**src/rtl/otp_decryptor_rx.sv**
```systemverilog
// One-time-pad receive side: buffers pre-shared keys in a FIFO, XORs each accepted
// ciphertext word with exactly one key (then zeroizes it), and emits registered plaintext.
module otp_decryptor_rx #(
    parameter int KEY_SIZE  = 16,
    parameter int KEY_DEPTH = 8,
    parameter int CNT_WIDTH = 16
) (
    input  logic                         clk,
    input  logic                         rst_n,
    input  logic [KEY_SIZE-1:0]          key_in,
    input  logic                         key_valid,
    output logic                         key_ready,
    input  logic [KEY_SIZE-1:0]          ct_in,
    input  logic                         ct_valid,
    output logic                         ct_ready,
    output logic [KEY_SIZE-1:0]          pt_out,
    output logic                         pt_valid,
    input  logic                         pt_ready,
    output logic [$clog2(KEY_DEPTH):0]   key_level,
    output logic [CNT_WIDTH-1:0]         words_done,
    output logic                         key_underrun,
    input  logic                         clear_err
);

    localparam int PW = $clog2(KEY_DEPTH);
    localparam int LW = PW + 1;

    logic [KEY_SIZE-1:0]  key_mem_q [KEY_DEPTH];
    logic [PW-1:0]        wr_ptr_q, wr_ptr_d;
    logic [PW-1:0]        rd_ptr_q, rd_ptr_d;
    logic [LW-1:0]        level_q, level_d;
    logic [KEY_SIZE-1:0]  pt_q, pt_d;
    logic                 pt_vld_q, pt_vld_d;
    logic [CNT_WIDTH-1:0] cnt_q, cnt_d;
    logic                 und_q, und_d;
    logic                 push, fire;

    // Full blocks a push even when a pop happens in the same cycle.
    assign key_ready = (level_q != LW'(KEY_DEPTH));
    assign ct_ready  = (level_q != '0) && (!pt_vld_q || pt_ready);
    assign push      = key_valid && key_ready;
    assign fire      = ct_valid && ct_ready;

    always_comb begin
        wr_ptr_d = wr_ptr_q;
        rd_ptr_d = rd_ptr_q;
        level_d  = level_q;
        pt_d     = pt_q;
        pt_vld_d = pt_vld_q;
        cnt_d    = cnt_q;
        und_d    = und_q;

        if (push) wr_ptr_d = wr_ptr_q + PW'(1);
        if (fire) rd_ptr_d = rd_ptr_q + PW'(1);

        case ({push, fire})
            2'b10:   level_d = level_q + LW'(1);
            2'b01:   level_d = level_q - LW'(1);
            default: level_d = level_q;
        endcase

        if (fire) begin
            pt_d     = ct_in ^ key_mem_q[rd_ptr_q];
            pt_vld_d = 1'b1;
        end else if (pt_ready) begin
            pt_vld_d = 1'b0;
        end

        if (fire && (cnt_q != '1)) cnt_d = cnt_q + CNT_WIDTH'(1);

        // A fresh underrun outranks a clear in the same cycle.
        if (ct_valid && (level_q == '0)) und_d = 1'b1;
        else if (clear_err)              und_d = 1'b0;
    end

    always_ff @(posedge clk) begin
        if (!rst_n) begin
            for (int i = 0; i < KEY_DEPTH; i++) key_mem_q[i] <= '0;
            wr_ptr_q <= '0;
            rd_ptr_q <= '0;
            level_q  <= '0;
            pt_q     <= '0;
            pt_vld_q <= 1'b0;
            cnt_q    <= '0;
            und_q    <= 1'b0;
        end else begin
            // Slots for push and pop never coincide: equal pointers mean empty or full.
            if (fire) key_mem_q[rd_ptr_q] <= '0;
            if (push) key_mem_q[wr_ptr_q] <= key_in;
            wr_ptr_q <= wr_ptr_d;
            rd_ptr_q <= rd_ptr_d;
            level_q  <= level_d;
            pt_q     <= pt_d;
            pt_vld_q <= pt_vld_d;
            cnt_q    <= cnt_d;
            und_q    <= und_d;
        end
    end

    assign pt_out       = pt_q;
    assign pt_valid     = pt_vld_q;
    assign key_level    = level_q;
    assign words_done   = cnt_q;
    assign key_underrun = und_q;

endmodule

```
**config.mk**
```make
export PLATFORM = sky130hd
export DESIGN_NAME = otp_decryptor_rx
export DESIGN_NICKNAME = d
export VERILOG_FILES = /design/src/rtl/otp_decryptor_rx.sv
export SDC_FILE = /design/constraint.sdc
export NUM_CORES = 1
export LEC_CHECK = 0
export CAP_MARGIN = 20
export CORE_UTILIZATION = 55
export DETAILED_ROUTE_END_ITERATION = 12
export GPL_TIMING_DRIVEN = 0
export PLACE_DENSITY = 0.84
export SYNTH_ARGS = -nofsm -noshare
export SYNTH_HDL_FRONTEND = slang
export SYNTH_SLANG_ARGS = --single-unit
export TNS_END_PERCENT = 10
```
**constraint.sdc**
```tcl
create_clock -name clk -period 4 [get_ports clk]
set_input_delay 0.8 -clock clk [delete_from_list [all_inputs] [get_ports clk]]
set_output_delay 0.8 -clock clk [all_outputs]
set_load 0.02 [all_outputs]
```
==> results.yml <==
logic_synthesis:
  netlist.area_leader.share_pct: 48.3
  synth_common_cells: "and2_1 (128), edfxtp_1 (128), dfxtp_1 (47)"
  syn_area_um2: 7960
  synthesis.nets: 647
  synth_ff_type: "edfxtp_1"
  ys_ff_latch: 175
  synth_edf_count: 128
  syn_inst: 604
  ys_warn_count: 0
  ys_seq_area_share_pct: 60.1
  yosysUniqueCellTypes: 38
  async_flop_share_pct: 0
  synth_area_leaders: "edfxtp_1 (48%), dfxtp_1 (12%), and2_1 (10%)"
  yosysTopAreaCell: "edfxtp_1"
  syn_area_per_cell_um2: 13.2
clock_tree:
  post-cts-setup-buffer-count: 0
  cts_tree: "done"
  cts_resized: 0
  cts_root_buf: "clkbuf_16"
  postCtsHoldBufs: 0
  cts.clk_slew.worst_paths_ns: 0.07
  cts_buffer_depth: 2
  cts_htree_levels: 4
  cts.sinks: 175
  cts_made_buffers: 17
  clock_latency_ns: 0.44
die:
  start_util_pct: 56.9
  die_w_um: 122
  die_area_um2: 15000
  num_io_pins: 78
  die_h_um: 122
  core_area_um2: 14000
  fp-row-count: 43
timing:
  rsz0062_at_grt: "no"
  final.setup.tns_ns: 0
  setup_viol: 0
  max_freq_ghz: 0.270
  finalHoldViolations: 0
  drv_slew: 0
  finalHoldWorstSlack_ns: 0.453
  fin_crit_ns: 3.70
  worst_slew_pin_slew_ns: 0.972
  slew_headroom_pct: 35.2
  post-route-period-util_pct: 92.5
  clock_skew_ns: 0.00895
finish:
  num-nets-final: 743
  drive_gt1_share_pct: 11.5
  fin_util_pct: 68.5
  stdcell_count: 893
  fin_area_um2: 9580
  area_delta_synth_final_pct: 20.4
  antenna_cells: 0
routing:
  ant_nets: 0
  drc: 0
  vias: 5263
  via_per_inst: 5.89
  first_pass_iters: 5
  routed_wl_um: 18000
  wl_per_cell_um: 20.2
  drtIter0Drc: 511
power_and_ir_drop:
  p_per_area_nw_per_um2: 576
  p_leak_nw: 3.35
  peakVddDrop_uv: 379
placement:
  dp_cells: 861
  dp_hpwl_um: 12000
  gp_congestion: 0.895
  io_buffers: 77
  placedInstanceArea_um2: 8950
min_path:
  worst_hold_path_type: "register to register"
outcome:
  status: "finished clean"
worst_setup_path:
  crit_path_start_kind: "input pin"
  path_class: "input pin to register"
  cp.required_ns: 4.36
  cp-end-kind: "register"
  crit_arrival_ns: 4.06
  crit_fanout: 10
global_routing:
  grt-ovfl-total: 0
  grt_usage_pct: 25.6
  grt_pass1_wl_um: 27700
  grt_start_max_net_pins: 17
  grt_pass1_vias: 5184
  antenna_found_initial: 0
run:
  max_cap_viol_count: 0
[state kept, by name, indices dropped and copies added, names as in the netlist, named ones only]
name,cells
key_mem_q,128
pt_out,16
words_done,16
key_level,4
rd_ptr_q,3
wr_ptr_q,3
key_underrun,1
pt_valid,1
[worst paths after layout]
kind,startpoint,to,slack (ns),depth (start not counted)
worst min-delay path,pt_out[14],pt_out[14],0.45,2
worst max-delay path,ct_valid,key_level[2],0.30,13
worst min register to register,pt_out[14],pt_out[14],0.45,2
worst max register to register,key_level[1],key_level[2],0.62,13
[per-stage QoR]
| step | power (mW) | setup WS, ns |
|---|---|---|
| detailed placement | 3.80 | -0.0624 |
| CTS | 5.51 | 0.309 |
| global placement | 3.74 | -0.0185 |
| floorplan | 3.28 | 1.01 |
| global route | 5.72 | 0.109 |
| finish | 5.52 | 0.299 |
[logic make-up after synthesis]
group | share of synthesized area, %
buffers and inverters | 2.25
multiplexers | 11.3
adder cells (fa/ha/maj) | 0.786
AO/OA/AOI/OAI | 3.18
AND/OR/NAND/NOR | 18.3
flip-flops | 60.1
XOR/XNOR | 4.07
[metal layers]
layer  global-route usage, %  vias up  share of wire [%]
met5                       0        -                  0
met4                    8.77        0                1.4
met3                    4.93       21                7.3
met2                    41.2      265                 49
met1                    35.0     2611                 42
li1                        -     2366                  -
[critical path, stage by stage]
cell and delay (ns):
clkdlybuf4s50_1 0.52, inv_1 0.10, or3_1 0.38, buf_2 0.18, inv_2 0.12, clkbuf_1 0.48
ha_1 0.35, xor2_1 0.11, ha_1 0.20, a41oi_1 0.23, xor2_1 0.13, or3_1 0.32
a21oi_1 0.14
[layout by cell type, fill, tap and decap left out, drive strengths merged, types with 5 or more instances in the layout]
cell type and count:
nand2 47, and2 128, a21oi 22, dfxtp 47
inv 11, nor2 33, nor4 6, mux2i 18
clkbuf 42, clkdlybuf4s50 77, xor2 6, ha 5
nand3 11, nor3 11, xnor2 31, clkinv 6
mux4 32, nand4 6, buf 11, a311o 7
edfxtp 128
[power by group]
part / switching [mW] / total (mW) / internal, mW / leakage [nW]
combinational: 0.823 / 1.49 / 0.671 / 1.32
sequential: 0.121 / 2.30 / 2.18 / 1.71
clock: 0.714 / 1.73 / 1.01 / 0.312
total: 1.66 / 5.52 / 3.86 / 3.35
[final cells by class]
cell class,instances,area [µm²]
sequential,175,4780
fill,948,4410
multi-input combinational,390,3000
timing repair buffer,77,771
clock buffer,23,532
tap,180,225
buffer,30,145
clock inverter,9,93.8
inverter,9,33.8
(Power assumes the default switching activity.)
